File: config.mk
export PLATFORM = sky130hd
export DESIGN_NAME = pool_window_feeder_flat
export DESIGN_NICKNAME = d
export VERILOG_FILES = /design/src/rtl/pool_window_feeder_if.sv /design/src/rtl/pool_window_feeder.sv /design/src/flat_wrapper.sv
export SDC_FILE = /design/constraint.sdc
export NUM_CORES = 1
export LEC_CHECK = 0
export CORE_AREA = 3 3 104 106
export DETAILED_ROUTE_END_ITERATION = 10
export DIE_AREA = 0 0 107 109
export GPL_TIMING_DRIVEN = 0
export PLACE_DENSITY = 0.69
export SKIP_CTS_REPAIR_TIMING = 1
export SLEW_MARGIN = 20
export SYNTH_ARGS = -nofsm -noshare
export SYNTH_HDL_FRONTEND = slang
export SYNTH_SLANG_ARGS = --single-unit
export TNS_END_PERCENT = 10
File: constraint.sdc
create_clock -name clk -period 6.8 [get_ports clk]
set_input_delay 1.36 -clock clk [delete_from_list [all_inputs] [get_ports clk]]
set_output_delay 1.36 -clock clk [all_outputs]
set_load 0.02 [all_outputs]
File: src/rtl/pool_window_feeder_if.sv
// pool_window_feeder_if: start/busy/done handshake, SRAM read/write and pooling-unit bus
// Ports: start, busy, done            - run request and status
//        rd_en, rd_addr, rd_data      - feature-map SRAM read side
//        pool_en, pool_data, pool_result - pooling unit en/Data_in/Data_out
//        wr_en, wr_addr, wr_data      - result SRAM write side
// master is the feeder; slave is the surroundings (SRAMs, pooling unit, controller).
interface pool_window_feeder_if #(
  parameter int DATA_BITS = 8,
  parameter int ADDR_BITS = 8
);
  logic start, busy, done, rd_en, pool_en, wr_en;
  logic [ADDR_BITS-1:0] rd_addr, wr_addr;
  logic [DATA_BITS-1:0] rd_data, pool_data, pool_result, wr_data;
  modport master (
    input  start, rd_data, pool_result,
    output busy, done, rd_en, rd_addr, pool_en, pool_data, wr_en, wr_addr, wr_data
  );
  modport slave (
    output start, rd_data, pool_result,
    input  busy, done, rd_en, rd_addr, pool_en, pool_data, wr_en, wr_addr, wr_data
  );
endinterface

File: src/rtl/pool_window_feeder.sv
// pool_window_feeder: walks a feature map window by window, streams pixels into the
// max-pooling unit and writes one pooled result per window.
// Ports: clk, rst (async, active-low), bus (pool_window_feeder_if.master).
module pool_window_feeder #(
  parameter int DATA_BITS = 8,
  parameter int IMG_W     = 4,
  parameter int IMG_H     = 4,
  parameter int POOL      = 2,
  parameter int ADDR_BITS = 8
) (
  input logic clk,
  input logic rst,
  pool_window_feeder_if.master bus
);
  localparam logic [ADDR_BITS-1:0] P_A = ADDR_BITS'(POOL);
  localparam logic [ADDR_BITS-1:0] W_A = ADDR_BITS'(IMG_W);
  localparam logic [ADDR_BITS-1:0] OW  = ADDR_BITS'(IMG_W / POOL);
  localparam logic [ADDR_BITS-1:0] OH  = ADDR_BITS'(IMG_H / POOL);
  typedef enum logic [2:0] {IDLE, READ, DRAIN, WRITE, FINISH} state_t;
  state_t state;
  logic [ADDR_BITS-1:0] win_r, win_c, i, j, nxt_r, nxt_c, nxt_i, nxt_j;
  logic last_px, last_win, wrap_c;
  function automatic logic [ADDR_BITS-1:0] px_addr(input logic [ADDR_BITS-1:0] r, c, y, x);
    return (r * P_A + y) * W_A + c * P_A + x;
  endfunction
  always_comb begin
    last_px  = i == P_A - 1'b1 && j == P_A - 1'b1;
    wrap_c   = win_c == OW - 1'b1;
    last_win = wrap_c && win_r == OH - 1'b1;
    nxt_j    = j == P_A - 1'b1 ? '0 : j + 1'b1;
    nxt_i    = j == P_A - 1'b1 ? i + 1'b1 : i;
    nxt_c    = wrap_c ? '0 : win_c + 1'b1;
    nxt_r    = wrap_c ? win_r + 1'b1 : win_r;
  end
  assign bus.pool_data = bus.rd_data;
  // The pooling unit's output is only final one cycle after its last en, i.e. in WRITE.
  assign bus.wr_data = bus.wr_en ? bus.pool_result : '0;
  always_ff @(posedge clk or negedge rst) begin
    if (!rst) begin
      state       <= IDLE;
      win_r       <= '0;
      win_c       <= '0;
      i           <= '0;
      j           <= '0;
      bus.busy    <= 1'b0;
      bus.done    <= 1'b0;
      bus.rd_en   <= 1'b0;
      bus.pool_en <= 1'b0;
      bus.wr_en   <= 1'b0;
      bus.rd_addr <= '0;
      bus.wr_addr <= '0;
    end else begin
      // Read data arrives one cycle after rd_en, so en follows rd_en by one cycle.
      bus.pool_en <= bus.rd_en;
      case (state)
        IDLE: begin
          bus.done <= 1'b0;
          win_r    <= '0;
          win_c    <= '0;
          i        <= '0;
          j        <= '0;
          if (bus.start) begin
            state       <= READ;
            bus.busy    <= 1'b1;
            bus.rd_en   <= 1'b1;
            bus.rd_addr <= '0;
          end
        end
        READ: begin
          if (last_px) begin
            state     <= DRAIN;
            bus.rd_en <= 1'b0;
            i         <= '0;
            j         <= '0;
          end else begin
            i           <= nxt_i;
            j           <= nxt_j;
            bus.rd_addr <= px_addr(win_r, win_c, nxt_i, nxt_j);
          end
        end
        DRAIN: begin
          state       <= WRITE;
          bus.wr_en   <= 1'b1;
          bus.wr_addr <= win_r * OW + win_c;
        end
        WRITE: begin
          // pool_en is low here, which clears the unit's running maximum for the next window.
          bus.wr_en <= 1'b0;
          if (last_win) begin
            state    <= FINISH;
            bus.busy <= 1'b0;
            bus.done <= 1'b1;
          end else begin
            state       <= READ;
            win_r       <= nxt_r;
            win_c       <= nxt_c;
            bus.rd_en   <= 1'b1;
            bus.rd_addr <= px_addr(nxt_r, nxt_c, '0, '0);
          end
        end
        FINISH: begin
          state    <= IDLE;
          bus.done <= 1'b0;
        end
        default: state <= IDLE;
      endcase
    end
  end
endmodule

File: src/flat_wrapper.sv
// flat-port wrapper written by rule: the top's interface ports become plain ports
module pool_window_feeder_flat 
#(
  parameter int DATA_BITS = 8,
  parameter int IMG_W     = 4,
  parameter int IMG_H     = 4,
  parameter int POOL      = 2,
  parameter int ADDR_BITS = 8
)
  (clk, rst, bus_start, bus_rd_data, bus_pool_result, bus_busy, bus_done, bus_rd_en, bus_rd_addr, bus_pool_en, bus_pool_data, bus_wr_en, bus_wr_addr, bus_wr_data);
  pool_window_feeder_if #(.DATA_BITS(DATA_BITS), .ADDR_BITS(ADDR_BITS)) bus_i ();
  input logic clk;
  input logic rst;
  input wire logic [$bits(bus_i.start)-1:0] bus_start;
  input wire logic [$bits(bus_i.rd_data)-1:0] bus_rd_data;
  input wire logic [$bits(bus_i.pool_result)-1:0] bus_pool_result;
  output wire logic [$bits(bus_i.busy)-1:0] bus_busy;
  output wire logic [$bits(bus_i.done)-1:0] bus_done;
  output wire logic [$bits(bus_i.rd_en)-1:0] bus_rd_en;
  output wire logic [$bits(bus_i.rd_addr)-1:0] bus_rd_addr;
  output wire logic [$bits(bus_i.pool_en)-1:0] bus_pool_en;
  output wire logic [$bits(bus_i.pool_data)-1:0] bus_pool_data;
  output wire logic [$bits(bus_i.wr_en)-1:0] bus_wr_en;
  output wire logic [$bits(bus_i.wr_addr)-1:0] bus_wr_addr;
  output wire logic [$bits(bus_i.wr_data)-1:0] bus_wr_data;
  assign bus_i.start = bus_start;
  assign bus_i.rd_data = bus_rd_data;
  assign bus_i.pool_result = bus_pool_result;
  assign bus_busy = bus_i.busy;
  assign bus_done = bus_i.done;
  assign bus_rd_en = bus_i.rd_en;
  assign bus_rd_addr = bus_i.rd_addr;
  assign bus_pool_en = bus_i.pool_en;
  assign bus_pool_data = bus_i.pool_data;
  assign bus_wr_en = bus_i.wr_en;
  assign bus_wr_addr = bus_i.wr_addr;
  assign bus_wr_data = bus_i.wr_data;
  pool_window_feeder #(.DATA_BITS(DATA_BITS), .IMG_W(IMG_W), .IMG_H(IMG_H), .POOL(POOL), .ADDR_BITS(ADDR_BITS)) u_core (.clk(clk), .rst(rst), .bus(bus_i));
endmodule
==> out/results.ini <==
[yosys]
synth_top_area_share_pct = 35.7
synthArstFlopShare_pct = 100
synth_edf_count = 0
synthCells = 421
synth_flop_cell = dfrtp_1
synth_fa_ha_area_share_pct = 13.5
synth-xor-area-share_pct = 7.80
synth_compound_area_share_pct = 19.2
synth.distinct_cells = 50
synthMuxAreaShare_pct = 0
synth-simple-area-share_pct = 18.3
synth_fp_nets = 477
ys_seq_area_share_pct = 35.7
avgSynthCellArea_sq_um = 9.33
yosysWarnings = 0
ys_ff_latch = 56
yosys-top-cells-area = dfrtp_1 (36%), ha_1 (8.9%), xnor2_1 (5.1%)
synth_top_family_by_area = compound AO/OA/AOI/OAI gates
netlist.top_cell.by_area = dfrtp_1
netlist_area_sq_mm = 0.00393

[detailed_routing]
ant_nets = 0
routed_wl_microns = 9290
wl_per_cell_microns = 15.2
viasPerCell = 5.39
drtPass1Iterations = 4
initialDrtViolationCount = 193
drc = 0
vias = 3285

[setup_path]
crit_path_end_kind = flop
crit_family = adder cells
cp_slowest_cell = fa_1
cp-startpoint = u_core.j[1]
critPathBufInv = 4
cp.required_ns = 7.03
crit_arrival_ns = 4.38
cp-start-kind = flop
critPathKind = reg2reg
cpPeakStageDelay_ns = 0.53
crit_fanout = 10
rr_startpoint = u_core.j[1]
worstPathCellList = inv_1, ha_1, nor3b_2, and2_1, buf_2, nand2_1, xnor2_1, fa_1, inv_1, fa_1, inv_1, ha_1, o21ai_0, o21bai_1, a21oi_1, xnor2_1, xnor2_1, o31ai_1

[sta]
worst_pin_slew_ns = 0.553
period_needed_ns = 4.14
finalSetupViolCount = 0
finalHoldViolCount = 0
max_freq_ghz = 0.241
period_share_pct = 61.0
maxSlewHeadroom_pct = 62.9
finalClockSkew_ns = 0.0112
fin_tns_setup_ns = 0
rsz0062_at_grt = false
final_max_slew_viol_count = 0

[die]
ios = 56
die_area_sq_mm = 0.0117
rows = 36
die_h_microns = 109
core_sq_mm = 0.00986
initial_core_util_pct = 39.8
fp.dieW_microns = 107

[power]
p_int_uw = 760
p_clk_share_pct = 13.8
p_switching_uw = 603
p_comb_share_pct = 52.4
switching_share_pct = 44.2
powerDensity_mw_per_mm2 = 292
p_leak_uw = 0.00217
ir_drop_mv = 0.144
seqPwrFrac_pct = 33.7

[placed_design]
dp_hpwl_microns = 7200
post-place-cells = 602
place.gp.congestion = 0.909
io_buffers = 47

[clock_network]
clkSinkCount = 56
cts_buffers = 5
cts_tree = done
clockBufferDepth = 2
htree_levels = 2
path_clk_slew_ns = 0.11
clk_latency_ns = 0.32
cts_root_buf = clkbuf_8

[finish]
final_layout_size_suffix_gt1_share_pct = 7.55
fillerInstances = 932
antenna_cells = 0
area_growth_pct = 18.9
seqCellArea_sq_mm = 0.00140
multiInputGateArea_sq_mm = 0.00231
fin_nets = 532
fin_cells = 610

[global_routing]
gr-total-overflow = 0
grt_max_degree = 32
grt_pass1_wl_microns = 15800
grt_use_total_pct = 16.8
grt_pass1_vias = 3146
grt_antenna_before_repair = 0

[run]
drv_cap = 0

[hold_path]
min-delay-path-class = reg2reg
hp-start = u_core.bus.rd_en

[run_status]
status = complete, no violations

## flip-flops by register name, summed over array words and instances, names as in the netlist
| name | count |
|---|---|
| u_core.bus.busy | 1 |
| u_core.bus.done | 1 |
| u_core.bus.pool_en | 1 |
| u_core.bus.rd_addr | 8 |
| u_core.bus.rd_en | 1 |
| u_core.bus.wr_addr | 8 |
| u_core.bus.wr_en | 1 |
| u_core.i | 8 |
| u_core.j | 8 |
| u_core.state | 3 |
| u_core.win_c | 8 |
| u_core.win_r | 8 |
## cell usage in the layout (no fill, tap or decap), types with 3 or more instances in the layout
| cell | n |
|---|---|
| and3_1 | 12 |
| dfrtp_1 | 56 |
| and2_1 | 11 |
| nand3_1 | 14 |
| nor2b_1 | 5 |
| nor2_1 | 15 |
| o21ai_1 | 29 |
| nand2_1 | 47 |
| clkbuf_1 | 5 |
| o31ai_1 | 15 |
| nand4_1 | 6 |
| fa_1 | 9 |
| or2_1 | 4 |
| a32o_1 | 3 |
| o21ai_0 | 15 |
| ha_1 | 28 |
| inv_1 | 21 |
| a21oi_1 | 21 |
| o22ai_1 | 6 |
| buf_4 | 11 |
| xnor2_1 | 23 |
| a21o_1 | 9 |
| clkdlybuf4s50_1 | 46 |
| nand2b_1 | 3 |
| buf_2 | 3 |
| a31oi_1 | 4 |
| clkbuf_8 | 5 |
| xor2_1 | 12 |
| a22o_1 | 4 |
| a211oi_1 | 3 |
## final timing paths
check,endpoint,slack (ns),cells past startpoint
max,u_core.bus.rd_addr[7],2.66,18
max in group asynchronous,u_core.win_r[4],5.37,2
min,u_core.bus.pool_en,0.44,0
max reg2reg,u_core.bus.rd_addr[7],2.66,18
min in group asynchronous,u_core.j[2],0.94,1
min reg2reg,u_core.bus.pool_en,0.44,0
## cell type report
class	count	share of cell area [%]
Buffer	20	2.89
Tap cell	133	3.56
Clock inverter	3	0.402
Timing Repair Buffer	48	10.4
Inverter	22	1.77
Clock buffer	5	1.47
Multi-Input combinational cell	323	49.5
Sequential cell	56	30.0
## power by group through the flow
stage,combinational [uW],sequential [uW],clock (uW)
floorplan,461,480,0
global placement,689,462,0
detailed placement,711,467,0
CTS,715,461,194
global route,801,472,205
finish,715,460,188
## per-layer routing
metal | vias up | track usage (%) | part of all wire [%]
met5 | - | 0 | 0
met1 | 1570 | 23.5 | 47
met2 | 109 | 27.3 | 47
met4 | 0 | 4.84 | 0.86
li1 | 1600 | - | -
met3 | 6 | 2.25 | 5.2
## kinds of logic (layout without fill, tap and decap cells)
family,after synthesis,after routing
xor+xnor,35,35
simple gates,132,132
fa+ha+maj,37,37
compound gates,119,119
flops,56,56
buf+inv,42,98
## per-stage QoR
| step | hold WS (ns) | worst slack [ns] | power, uW | utilization (%) | area (sq um) |
|---|---|---|---|---|---|
| after global placement | 0.410 | 2.49 | 1150 | 46.3 | 4570 |
| after global routing | 0.462 | 2.31 | 1480 | 47.3 | 4670 |
| after detailed placement | 0.414 | 2.73 | 1180 | 46.5 | 4580 |
| final | 0.441 | 2.66 | 1360 | 47.3 | 4670 |
| after CTS | 0.448 | 2.68 | 1370 | 47.3 | 4670 |
| after floorplan | 0.446 | 3.14 | 941 | - | 3930 |
## worst register-to-register path, stage by stage (launching register included)
cell	delay, ns
dfrtp_1	0.42
inv_1	0.09
ha_1	0.13
nor3b_2	0.31
and2_1	0.17
buf_2	0.22
nand2_1	0.13
xnor2_1	0.19
fa_1	0.53
inv_1	0.06
fa_1	0.50
inv_1	0.04
ha_1	0.34
o21ai_0	0.22
o21bai_1	0.10
a21oi_1	0.18
xnor2_1	0.15
xnor2_1	0.09
o31ai_1	0.20
## synth_stat cells, types with 10 or more instances
master / count
and3_1: 12
dfrtp_1: 56
and2_1: 11
a21oi_1: 21
nand2_1: 47
xnor2_1: 23
buf_4: 10
o21ai_0: 15
ha_1: 28
o31ai_1: 15
nor2_1: 15
nand3_1: 14
o21ai_1: 29
xor2_1: 12
inv_1: 21
No activity file was read; power rests on OpenSTA's default activity.
